<file path="config.mk">
export PLATFORM = sky130hd
export DESIGN_NAME = filter_seq_ctrl
export DESIGN_NICKNAME = d
export VERILOG_FILES = /design/src/rtl/filter_seq_ctrl.sv
export SDC_FILE = /design/constraint.sdc
export NUM_CORES = 1
export LEC_CHECK = 0
export ABC_AREA = 1
export BUFFER_PORTS_ARGS = -buffer_cell sky130_fd_sc_hd__clkbuf_2
export CAP_MARGIN = 20
export CORE_MARGIN = 2
export CORE_UTILIZATION = 47
export CTS_CLUSTER_SIZE = 40
export DETAILED_ROUTE_END_ITERATION = 12
export GPL_TIMING_DRIVEN = 0
export HOLD_SLACK_MARGIN = 0.05
export PLACE_DENSITY = 0.8
export SYNTH_ARGS = -nofsm -noshare
export SYNTH_HDL_FRONTEND = slang
export SYNTH_SLANG_ARGS = --single-unit
</file>
<file path="constraint.sdc">
create_clock -name clk -period 1.2 [get_ports clk]
set_input_delay 0.06 -clock clk [delete_from_list [all_inputs] [get_ports clk]]
set_output_delay 0.06 -clock clk [all_outputs]
set_load 0.01 [all_outputs]
</file>
<file path="src/rtl/filter_seq_ctrl.sv">
// filter_seq_ctrl: sequencer for a single-pole IIR filter datapath built from two
// 16x8 shift-add multipliers and an output register.
//
// Per accepted sample request it issues a one-cycle multiplier clear (mult_rst),
// MULT_CYCLES cycles of shift enable (mult_en), a one-cycle output-register commit
// (sample_strobe), then a one-cycle dout_valid. It owns the live coefficients
// coef_a/coef_b. Host writes land in pending registers and are copied to the live
// registers only when a sample starts, so one computation never sees a mix of old
// and new coefficients.
//
// Ports:
//   clk, rst        clock; asynchronous active-high reset
//   sample_req      one-cycle request to process a new sample
//   cfg_we          stage cfg_a/cfg_b into the pending registers
//   cfg_a, cfg_b    feedback / input coefficient write data
//   ovr_clr         clear the sticky overrun flag
//   mult_rst        multiplier clear pulse (CLEAR)
//   mult_en         multiplier shift enable (RUN)
//   sample_strobe   output-register clock enable (COMMIT)
//   coef_a, coef_b  live coefficients
//   busy            high whenever the sequencer is not idle
//   dout_valid      new filter output available (DONE)
//   overrun         sticky, set when a request arrives while busy
//
// Build option: define FILTER_SEQ_AUTOTICK_EN to generate requests internally every
// SAMPLE_DIV clocks; sample_req is then ignored.
module filter_seq_ctrl #(
  parameter int unsigned MULT_CYCLES = 8,
  parameter logic [7:0]  A_RST       = 8'd224,
  parameter logic [7:0]  B_RST       = 8'd32,
  parameter int unsigned SAMPLE_DIV  = 256
) (
  input  logic       clk,
  input  logic       rst,
  input  logic       sample_req,
  input  logic       cfg_we,
  input  logic [7:0] cfg_a,
  input  logic [7:0] cfg_b,
  input  logic       ovr_clr,
  output logic       mult_rst,
  output logic       mult_en,
  output logic       sample_strobe,
  output logic [7:0] coef_a,
  output logic [7:0] coef_b,
  output logic       busy,
  output logic       dout_valid,
  output logic       overrun
);

  localparam int unsigned    CntW    = $clog2(MULT_CYCLES + 1);
  localparam logic [CntW-1:0] CntLast = CntW'(MULT_CYCLES - 1);

  typedef enum logic [2:0] {StIdle, StClear, StRun, StCommit, StDone} state_e;

  state_e            state_q, state_d;
  logic [CntW-1:0]   cnt_q, cnt_d;
  logic [7:0]        coef_a_q, coef_a_d, coef_b_q, coef_b_d;
  logic [7:0]        pend_a_q, pend_a_d, pend_b_q, pend_b_d;
  logic              ovr_q, ovr_d;
  logic              req;

`ifdef FILTER_SEQ_AUTOTICK_EN
  localparam int unsigned      TickW    = (SAMPLE_DIV > 1) ? $clog2(SAMPLE_DIV) : 1;
  localparam logic [TickW-1:0] TickLast = TickW'(SAMPLE_DIV - 1);

  // A divider shorter than one full sample sequence would overrun on every tick.
  if (SAMPLE_DIV < MULT_CYCLES + 4) begin : g_bad_div
    $error("filter_seq_ctrl: SAMPLE_DIV must be >= MULT_CYCLES+4");
  end

  logic [TickW-1:0] tick_q, tick_d;
  logic             unused_sample_req;

  assign unused_sample_req = sample_req;

  always_comb begin
    tick_d = (tick_q == TickLast) ? '0 : tick_q + 1'b1;
  end

  always_ff @(posedge clk or posedge rst) begin
    if (rst) tick_q <= '0;
    else     tick_q <= tick_d;
  end

  assign req = (tick_q == TickLast);
`else
  assign req = sample_req;
`endif

  always_comb begin
    state_d  = state_q;
    cnt_d    = cnt_q;
    coef_a_d = coef_a_q;
    coef_b_d = coef_b_q;
    pend_a_d = cfg_we ? cfg_a : pend_a_q;
    pend_b_d = cfg_we ? cfg_b : pend_b_q;
    ovr_d    = ovr_q;

    unique case (state_q)
      StIdle: begin
        if (req) begin
          state_d  = StClear;
          // Same-cycle write bypasses the pending register and applies to this sample.
          coef_a_d = cfg_we ? cfg_a : pend_a_q;
          coef_b_d = cfg_we ? cfg_b : pend_b_q;
        end
      end
      StClear: begin
        state_d = StRun;
        cnt_d   = '0;
      end
      StRun: begin
        if (cnt_q == CntLast) state_d = StCommit;
        else                  cnt_d   = cnt_q + 1'b1;
      end
      StCommit: state_d = StDone;
      StDone:   state_d = StIdle;
      default:  state_d = StIdle;
    endcase

    // A request while busy is dropped; set wins over clear.
    if (req && (state_q != StIdle)) ovr_d = 1'b1;
    else if (ovr_clr)               ovr_d = 1'b0;
  end

  always_ff @(posedge clk or posedge rst) begin
    if (rst) begin
      state_q  <= StIdle;
      cnt_q    <= '0;
      coef_a_q <= A_RST;
      coef_b_q <= B_RST;
      pend_a_q <= A_RST;
      pend_b_q <= B_RST;
      ovr_q    <= 1'b0;
    end else begin
      state_q  <= state_d;
      cnt_q    <= cnt_d;
      coef_a_q <= coef_a_d;
      coef_b_q <= coef_b_d;
      pend_a_q <= pend_a_d;
      pend_b_q <= pend_b_d;
      ovr_q    <= ovr_d;
    end
  end

  always_comb begin
    mult_rst      = (state_q == StClear);
    mult_en       = (state_q == StRun);
    sample_strobe = (state_q == StCommit);
    dout_valid    = (state_q == StDone);
    busy          = (state_q != StIdle);
  end

  assign coef_a  = coef_a_q;
  assign coef_b  = coef_b_q;
  assign overrun = ovr_q;

endmodule
</file>
# == Word-level counts from Yosys, hierarchy flattened ==
# Cells that the tools add are included.
# classes
addsub,1
n_reduce_logical,8
n_eq_ne,8
muxes,9
# op_table
operator,n
2-to-1 mux 8 bit,2
case mux 3 bit (4 select lines),1
case mux 4 bit (2 select lines),1
"== test 3 x 2 -> 1 bit, second input constant",2
2-to-1 mux 3 bit,2
AND reduction 2 bit,3
"adder 4 x 1 -> 4 bit, second input constant",1
"== test 4 x 3 -> 1 bit, second input constant",1
2-to-1 mux 4 bit,1
"!= test 2 bit, second input constant",2
nonzero test 2 bit,2
"== test 3 x 1 -> 1 bit, second input constant",1
"== test 3 bit, second input constant",1
zero test 3 bit,1
nonzero test 3 bit,1
2-to-1 mux 1 bit,2
"!= test 2 x 1 -> 1 bit, second input constant",1
logical AND 1 bit,1
# word_totals
regBits,40
word_cells,33
out_inout_bits,22

# == Logic depth before layout (Yosys ltp) ==
# Gate-level depths: netlist of the first run.
# logic_depth
depth_word,3
ltp_mapped,7
depth_no_buf,7

# == Least setup slack after synthesis of the first run ==
# OpenSTA, ideal clock, no wires.
# synth_path
kind,register to register
start,reg state_q[2]
end,"reg coef_b_q[0], in the netlist coef_b[0]"
arrival_time_ns,1.028
path_slack_ns,0.052
path_stages_with_launch,7
t_required_ns,1.080
setup_ns,0.120
path_buffers,2
path_cell_list,dfrtp_1 -> nor2_4 -> nand2_4 -> buf_6 -> buf_8 -> o21ai_1 -> nand2_1
# synth_via
elab_chain_cells,2
# synth_rtl
element,line,source
start: declaration,55,"state_e state_q, state_d;"
start signal: assignment,128,state_q <= StIdle;
start signal: assignment,136,state_q <= state_d;
zero test 3 bit,99,unique case (state_q)
AND reduction 2 bit (no line),n/a,
end signal: assignment,139,coef_b_q <= coef_b_d;
end: declaration,57,"logic [7:0] coef_a_q, coef_a_d, coef_b_q, coef_b_d;"
# Every way passes these cells.
# A chain may end at the register's enable or synchronous reset.

# == Worst setup path after layout of the first run ==
# layout_path
start,reg state_q[2]
end,out busy
# layout_via
elab_chain_cells,1
# layout_rtl
element,line,source
nonzero test 3 bit,151,busy = (state_q != StIdle);
end: declaration,45,"output logic busy,"
# Every way passes these cells.

==> flow_summary.toml, run 1 <==
[final_layout]
layout.nets = 290
syn_to_final_growth_pct = 41.9
fillers = 259
seq_area_mm2 = 0.00101
post-route-util_pct = 70.9
stdcell_count = 314
multiInputGateArea_um2 = 621
diodes = 0
drive_gt1_share_pct = 36.9

[detailed_routing]
ant_nets = 0
avgRoutedWirePerCell_um = 12.8
vias_per_cell = 4.86
dr_total_vias = 1526
dr.pass1.iters = 4
drt_iter0_markers = 37
routed_wl_um = 4020
drc = 0

[die]
die_y_um = 64.3
dieArea_mm2 = 0.00413
initial_core_util_pct = 50.0
dieWidth_um = 64.3
ios = 43
core_mm2 = 0.00342
row_count = 21

[run_status]
outcome = "finished, violations left"
violations = "setup timing"

[logic_synthesis]
yosysMostFrequentCell = "nand2_1"
ys_types = 22
ys.flop_type = "dfrtp_1"
ys_ff_latch = 40
syn_nets = 211
yosys_warnings = 0
synth_area_leaders = "dfrtp_1 47%, nand2_1 13%, dfstp_2 12%"
synth_top_family_by_area = "simple AND/OR/NAND/NOR gates"
synth_mux_area_share_pct = 0
yosys.area.top_type = "dfrtp_1"
synth_cells = 189
ys_seq_area_share_pct = 59.2
synth_area_mm2 = 0.00171
synth-edff-count = 0
synth_compound_area_share_pct = 10.5
synth_top_area_share_pct = 46.9
synth_fa_ha_area_share_pct = 0.733
async_flop_share_pct = 100
synth_xor_area_share_pct = 0.513
synthSimpleGateAreaFrac_pct = 20.2
avgSynthCellArea_um2 = 9.03
synth_commonest_cells = "61 x nand2_1, 32 x dfrtp_1, 26 x o21ai_0"

[worst_setup_path]
startpoint_type = "flop"
crit_path_frequent_cell = "buf_6"
arrival_ns = 1.35
worstSetupPathType = "flop to primary output"
end_kind = "primary output"
cp.required_ns = 1.14
cp_max_fo = 3
critical-path-slowest-cell = "dfrtp_1"
worst_path_largest_cell_delay_ns = 0.44
worstPathCellList = "nor2_4 > nand2_4 > buf_6 > buf_8 > buf_6"

[grt]
grt_pass1_vias = 1465
grt_pass1_wl_um = 6560
overflow = 0
grt_max_degree = 41
antenna_found_initial = 0
track_usage_pct = 20.8

[timing]
drv_slew = 0
timing.slew.headroom_pct = 46.7
setup_viol = 27
worst_clock_skew_ns = 0.00420
fmaxAchievable_mhz = 711
post-route-min-period_ns = 1.41
finalCritPeriodShare_pct = 117
rsz0062_at_grt = "yes"
worst_pin_slew_ns = 0.798
fin_hold_ws_ns = 0.186
setup_slack_ns = -0.207
hold_viol = 0
setup-tns-final_ns = -2.29

[power]
p_leak_nw = 1.28
power.density_mw_per_mm2 = 2170
vdd_drop_max_uv = 1200
p_total_w = 0.00526

[place]
dp_cells = 277
gp_congestion = 0.760
numPortBuffers = 42
dp_hpwl_um = 2410

[job]
cap_violations = 0

[clocking]
root_buffer = "clkbuf_4"
htreeDepth = 2
cts_tree = "done"
cts_buffer_depth = 2
clock_sinks = 40
clk_latency_ns = 0.35
cts_inserted_buffers = 5
clk_pin_slew_ns = 0.11

[min_path]
hold_path.class = "input port to flop"
==> logic make-up after synthesis <==
group	after synthesis
compound gates	35
fa+ha+maj	1
simple gates	80
xor+xnor	1
buf+inv	32
flops	40
==> flip-flops by register name (all words and copies together) (netlist names) <==
register / flops
coef_a: 8
coef_b: 8
pend_a_q: 8
pend_b_q: 8
cnt_q: 4
state_q: 3
overrun: 1
==> final timing paths <==
kind,from,to,slack (ns),cells past startpoint
setup / recovery,state_q[2]$_DFFE_PP0P_,busy,-0.21,5
hold / removal,sample_req,coef_a[6]$_DFFE_PP1P_,0.19,4
setup reg to reg,state_q[2]$_DFFE_PP0P_,coef_b[3]$_DFFE_PP0P_,-0.12,7
hold reg to reg,coef_a[7]$_DFFE_PP1P_,coef_a[7]$_DFFE_PP1P_,0.47,2
max in group asynchronous,rst,state_q[0]$_DFFE_PP0P_,0.27,3
min in group asynchronous,rst,state_q[1]$_DFFE_PP0P_,0.39,3
==> repair_timing <==
| action | CTS | global route |
|---|---|---|
| endpoints found under the setup margin | 16 | 27 |
| pin swaps | 2 | 12 |
| cloned | 0 | 1 |
| hold buffers | 20 | 0 |
| setup buffers | 9 | 1 |
| gates resized for setup | 16 | 25 |
| endpoints found under the hold margin | 52 | 0 |
==> area by class of cell <==
cell class | instances | share of cell area (%)
multi-input cells | 117 | 25.6
repair buffers | 72 | 21.3
flip-flops and latches | 40 | 41.8
well taps | 46 | 2.38
inverters | 25 | 3.87
clock buffers | 7 | 2.69
plain buffers | 7 | 2.38
==> routing by layer <==
layer	GRT usage [%]	routed length [um]	vias up
met3	6.34	234	4
li1	-	-	757
met1	26.0	1740	716
met5	0	0	-
met2	34.6	2010	49
met4	6.65	35	0
==> worst max-delay path, delay by kind of cell (launching register included) <==
family | cells | cell delay [ns]
and+or+nand+nor | 2 | 0.21
DFF | 1 | 0.44
buffers and inverters | 3 | 0.35
==> layout by cell type, fill, tap and decap left out, drive strengths merged <==
cell         count
nand2           63
clkbuf          48
o21ai           35
dfrtp           32
inv             25
dlygate4sd3     20
buf             18
dfstp            8
nand3            7
nor2             7
nand4            1
nor3             1
nand3b           1
xor2             1
ha               1
==> per-stage QoR <==
stage / cell area, um2 / worst slack [ns]
floorplan: 1710 / 0.0516
CTS: 2340 / -0.217
detailed placement: 1970 / -0.0681
finish: 2420 / -0.207
global placement: 1970 / -0.275
global route: 2420 / -0.267
==> power breakdown <==
part / leakage, nW / switching, W / internal [W]
Combinational: 0.758 / 0.00128 / 0.00113
Sequential: 0.484 / 0.000308 / 0.00179
Clock: 0.0374 / 0.000423 / 0.000332
Power figures use the tool's default switching activity.
==> run 2: changes to the inputs <==
--- a/config.mk
+++ b/config.mk
@@ -8,13 +8,14 @@
 export ABC_AREA = 1
 export BUFFER_PORTS_ARGS = -buffer_cell sky130_fd_sc_hd__clkbuf_2
 export CAP_MARGIN = 20
+export CORE_ASPECT_RATIO = 1.4
 export CORE_MARGIN = 2
-export CORE_UTILIZATION = 47
+export CORE_UTILIZATION = 52
 export CTS_CLUSTER_SIZE = 40
 export DETAILED_ROUTE_END_ITERATION = 12
 export GPL_TIMING_DRIVEN = 0
 export HOLD_SLACK_MARGIN = 0.05
-export PLACE_DENSITY = 0.8
+export PLACE_DENSITY = 0.83
 export SYNTH_ARGS = -nofsm -noshare
 export SYNTH_HDL_FRONTEND = slang
 export SYNTH_SLANG_ARGS = --single-unit
==> constraint.sdc (replaced) <==
create_clock -name clk -period 1.4 [get_ports clk]
set_input_delay 0.07 -clock clk [delete_from_list [all_inputs] [get_ports clk]]
set_output_delay 0.07 -clock clk [all_outputs]
set_load 0.01 [all_outputs]
==> flow_summary.toml, run 2 (synthesized netlist as in run 1, its figures left out) <==
[job]
cap_violations = 0

[power]
combPwrFrac_pct = 38.1
p_leak_nw = 1.22
power.density_mw_per_mm2 = 1810
p_total_w = 0.00410
pwr-share-seq_pct = 42.8
p_clk_share_pct = 19.1
switching_power_w = 0.00154
vdd_drop_max_uv = 1120
internal_power_w = 0.00256
sw_frac_of_total_pct = 37.5

[clocking]
cts_tree = "done"
cts_inserted_buffers = 5
htreeDepth = 2
clk_pin_slew_ns = 0.07
cts_buffer_depth = 2
clock_sinks = 40
clk_latency_ns = 0.29
root_buffer = "clkbuf_8"

[worst_setup_path]
r2r_slack_ns = 0.16
cp.required_ns = 1.33
startpoint_type = "flop"
end_kind = "primary output"
rr_worst_depth = 6
reg2reg_from = "state_q[1]$_DFFE_PP0P_"
r2r_end = "coef_a[0]$_DFFE_PP0P_"
critical-path-slowest-cell = "dfrtp_1"
worst_path_largest_cell_delay_ns = 0.42
worstPathCellList = "inv_1 > nand2_4 > buf_8 > clkbuf_2"
arrival_ns = 1.27
worstSetupPathType = "flop to primary output"
critPathLaunch = "state_q[1]$_DFFE_PP0P_"
cp_max_fo = 11

[die]
ios = 43
die_y_um = 71.8
row_count = 24
core_mm2 = 0.00312
initial_core_util_pct = 54.6
dieWidth_um = 52.4
dieArea_mm2 = 0.00376

[final_layout]
final_common_cell = "nand2_1"
stdcell_count = 298
diodes = 0
post-route-util_pct = 72.4
layout_common_cells = "61 x nand2_1, 44 x clkbuf_2, 31 x dfrtp_1"
layout.nets = 280
syn_to_final_growth_pct = 32.5
drive_gt1_share_pct = 29.3

[detailed_routing]
dr_total_vias = 1461
dr.pass1.iters = 4
vias_per_cell = 4.90
avgRoutedWirePerCell_um = 12.7
drc = 0
ant_nets = 0
routed_wl_um = 3780
drt_iter0_markers = 45

[timing]
worst_clock_skew_ns = 0.00429
setup-tns-final_ns = 0
finalCritPeriodShare_pct = 95.7
worst_pin_slew_ns = 0.805
fmaxAchievable_mhz = 746
hold_viol = 0
post-route-min-period_ns = 1.34
drv_slew = 0
setup_viol = 0
timing.slew.headroom_pct = 46.3
setup_slack_ns = 0.0603

[min_path]
hold_path.class = "input port to flop"
holdPathEnd = "pend_a_q[3]$_DFF_PP0_"
hold_depth = 3
hp-start = "cfg_a[3]"

[grt]
grt_pass1_wl_um = 6310
antenna_found_initial = 0
overflow = 0
grt_pass1_vias = 1436
grt_max_degree = 41
track_usage_pct = 23.2

[place]
dp_hpwl_um = 2420
dp_cells = 270
gp_congestion = 0.736
place_ws_ns = 0.156
numPortBuffers = 42

[run_status]
outcome = "complete, no violations"
run 2: changes by cell type in the layout (fill, tap and decap cells not counted), moves of 5 or more:
cell      previous run  this run
buf_6                6         1
clkbuf_4             5         0
o21ai_0             17        26
o21ai_2             11         1
run 2: layer usage:
layer / wire length [um] / vias up / GRT usage, %
met2: 1950 / 44 / 37.4
met4: 141 / 0 / 13.1
met1: 1510 / 679 / 27.8
met5: 0 / - / 0
met3: 175 / 12 / 5.63
li1: - / 726 / -
run 2: final cells by class:
class	instances	area (um2)
inverters	25	93.8
fillers	253	862
plain buffers	6	46.3
well taps	39	48.8
clock inverters	2	10.0
repair buffers	63	413
multi-input cells	117	554
flip-flops and latches	40	1010
clock buffers	6	82.6
run 2: repair_timing:
item | 4_1_cts | 5_1_grt
resized for setup | 1 | 2
hold buffers | 18 | 0
setup endpoints to repair | 1 | 2
pin swaps | 1 | 1
buffers inserted | 3 | 0
endpoints found under the hold margin | 48 | 0
run 2: critical path, delay by kind of cell (launching register included):
kind                   cells  cell delay [ns]
buffers and inverters      3             0.43
AND/OR/NAND/NOR            1             0.12
flip-flops                 1             0.42
run 2: worst max-delay path by stage:
stage | end | slack, ns | depth (start not counted)
global placement | pend_a_q[3]$_DFF_PP0_ | -0.08 | 2
detailed placement | coef_b[2]$_DFFE_PP0P_ | 0.16 | 6
global route | busy | -0.02 | 4
floorplan | coef_b[0]$_DFFE_PP0P_ | 0.25 | 6
finish | busy | 0.06 | 4
CTS | mult_rst | 0.004 | 4
run 2: power groups by stage:
stage	logic, W	clock network, W	registers [W]
global placement	0.00143	0	0.00177
finish	0.00156	0.000783	0.00176
global route	0.00178	0.000839	0.00179
floorplan	0.000861	0	0.00185
CTS	0.00154	0.000804	0.00175
detailed placement	0.00146	0	0.00178
run 2: per-stage QoR:
stage	hold slack [ns]	area [um2]
6_report	0.0635	2260
3_5_place_dp	0.255	1970
4_1_cts	0.0521	2250
5_1_grt	0.0935	2260
2_1_floorplan	0.177	1710
3_3_place_gp	0.275	1970
==> run 3: changes to the inputs <==
--- a/config.mk
+++ b/config.mk
@@ -8,14 +8,16 @@
 export ABC_AREA = 1
 export BUFFER_PORTS_ARGS = -buffer_cell sky130_fd_sc_hd__clkbuf_2
 export CAP_MARGIN = 20
+export CELL_PAD_IN_SITES_DETAIL_PLACEMENT = 1
+export CELL_PAD_IN_SITES_GLOBAL_PLACEMENT = 1
 export CORE_ASPECT_RATIO = 1.4
 export CORE_MARGIN = 2
-export CORE_UTILIZATION = 52
+export CORE_UTILIZATION = 35
 export CTS_CLUSTER_SIZE = 40
 export DETAILED_ROUTE_END_ITERATION = 12
 export GPL_TIMING_DRIVEN = 0
 export HOLD_SLACK_MARGIN = 0.05
-export PLACE_DENSITY = 0.83
+export PLACE_DENSITY = 0.77
 export SYNTH_ARGS = -nofsm -noshare
 export SYNTH_HDL_FRONTEND = slang
 export SYNTH_SLANG_ARGS = --single-unit
==> flow_summary.toml, run 3 (synthesized netlist as in run 1, its figures left out) <==
[die]
die_y_um = 86.6
dieArea_mm2 = 0.00546
initial_core_util_pct = 35.8
core_mm2 = 0.00477
dieWidth_um = 63.0
ios = 43
row_count = 30

[min_path]
hold_depth = 3
hold_path.class = "input port to flop"
hp-start = "cfg_b[2]"
holdPathEnd = "pend_b_q[2]$_DFF_PP0_"

[final_layout]
layout_common_cells = "61 x nand2_1, 44 x clkbuf_2, 31 x dfrtp_1"
final_common_cell = "nand2_1"
fillers = 585
layout.nets = 279
drive_gt1_share_pct = 29.5
post-route-util_pct = 47.6
syn_to_final_growth_pct = 32.9
stdcell_count = 322
diodes = 0

[worst_setup_path]
worstSetupPathType = "flop to primary output"
rr_worst_depth = 6
end_kind = "primary output"
worst_path_largest_cell_delay_ns = 0.43
arrival_ns = 1.25
cp_max_fo = 4
worstPathCellList = "inv_1 > nand2_1 > nor2_4 > clkbuf_2"
timing.critical_path.buf_inv = 2
startpoint_type = "flop"
path_delay_family = "flip-flops"
r2r_slack_ns = 0.18
cp.required_ns = 1.33
critical-path-slowest-cell = "dfrtp_1"
r2r_end = "coef_b[5]$_DFFE_PP1P_"
reg2reg_from = "state_q[2]$_DFFE_PP0P_"

[detailed_routing]
ant_nets = 0
drt_iter0_markers = 31
routed_wl_um = 4110
avgRoutedWirePerCell_um = 12.8
vias_per_cell = 4.48
drc = 0
dr.pass1.iters = 4
dr_total_vias = 1443

[clocking]
clk_latency_ns = 0.28
cts_inserted_buffers = 5
clk_pin_slew_ns = 0.07
root_buffer = "clkbuf_8"
clock_sinks = 40
cts_buffer_depth = 2
htreeDepth = 2
cts_tree = "done"

[place]
place_ws_ns = 0.153
dp_hpwl_um = 2790
gp_congestion = 0.754
numPortBuffers = 42
dp_cells = 295

[grt]
grt_pass1_wl_um = 7010
grt_max_degree = 41
antenna_found_initial = 0
overflow = 0
grt_pass1_vias = 1571
track_usage_pct = 16.5

[timing]
drv_slew = 0
worst_clock_skew_ns = 0.00939
post-route-min-period_ns = 1.32
setup_slack_ns = 0.0802
setup_viol = 0
fin_hold_ws_ns = 0.0552
fmaxAchievable_mhz = 758
hold_viol = 0
timing.slew.headroom_pct = 44.9
worst_pin_slew_ns = 0.826
finalCritPeriodShare_pct = 94.3

[power]
vdd_drop_max_uv = 830
power.density_mw_per_mm2 = 1810
p_leak_nw = 1.21

[job]
cap_violations = 0

[run_status]
outcome = "complete, no violations"
==> run 3: cell type report <==
type                            count  area [um2]  area share, %
Sequential cell                    40        1010           44.6
Multi-Input combinational cell    117         554           24.4
Timing Repair Buffer               62         400           17.7
Inverter                           25        93.8           4.14
Tap cell                           64        80.1           3.53
Clock buffer                        7        76.3           3.36
Buffer                              6        46.3           2.04
Clock inverter                      1        5.00          0.221
==> run 3: worst max path at each step <==
stage,start,end,cells after the start
3_3_place_gp,rst,pend_a_q[3]$_DFF_PP0_,2
3_5_place_dp,state_q[2]$_DFFE_PP0P_,coef_b[1]$_DFFE_PP0P_,6
2_1_floorplan,state_q[2]$_DFFE_PP0P_,coef_b[0]$_DFFE_PP0P_,6
4_1_cts,state_q[1]$_DFFE_PP0P_,mult_rst,4
6_report,state_q[2]$_DFFE_PP0P_,mult_en,4
5_1_grt,state_q[2]$_DFFE_PP0P_,mult_en,4
==> run 3: per-layer routing <==
metal  global-route usage [%]  vias to the layer above  wire, um
met5                        0                        -         0
met4                     5.45                        0        34
met3                     3.25                        2       128
li1                         -                      722         -
met2                     31.2                       27      2260
met1                     18.4                      692      1680
==> run 3: tightest hold or removal path, stage by stage <==
cell	delay [ns]
clkbuf_2	0.07
nand2_1	0.04
o21ai_0	0.10
==> run 3: timing repair <==
action / in CTS / in global routing
hold buffers: 16 / 0
endpoints found under the hold margin: 46 / 0
setup buffers: 1 / 3
resized for setup: 1 / 3
pin swaps: 1 / 2
endpoints found under the setup margin: 2 / 3
==> run 3: where the power goes <==
part / internal [W] / switching [W] / leakage, nW
Combinational: 0.000665 / 0.000952 / 0.680
Clock: 0.000350 / 0.000379 / 0.0422
Sequential: 0.00154 / 0.000219 / 0.484
==> run 3: stage by stage <==
stage | TNS (ns) | area (um2) | power, W
2_1_floorplan | 0 | 1710 | 0.00271
3_3_place_gp | -4.42 | 2000 | 0.00324
3_5_place_dp | 0 | 2000 | 0.00329
4_1_cts | -0.0469 | 2250 | 0.00410
5_1_grt | -0.0476 | 2270 | 0.00443
6_report | 0 | 2270 | 0.00410
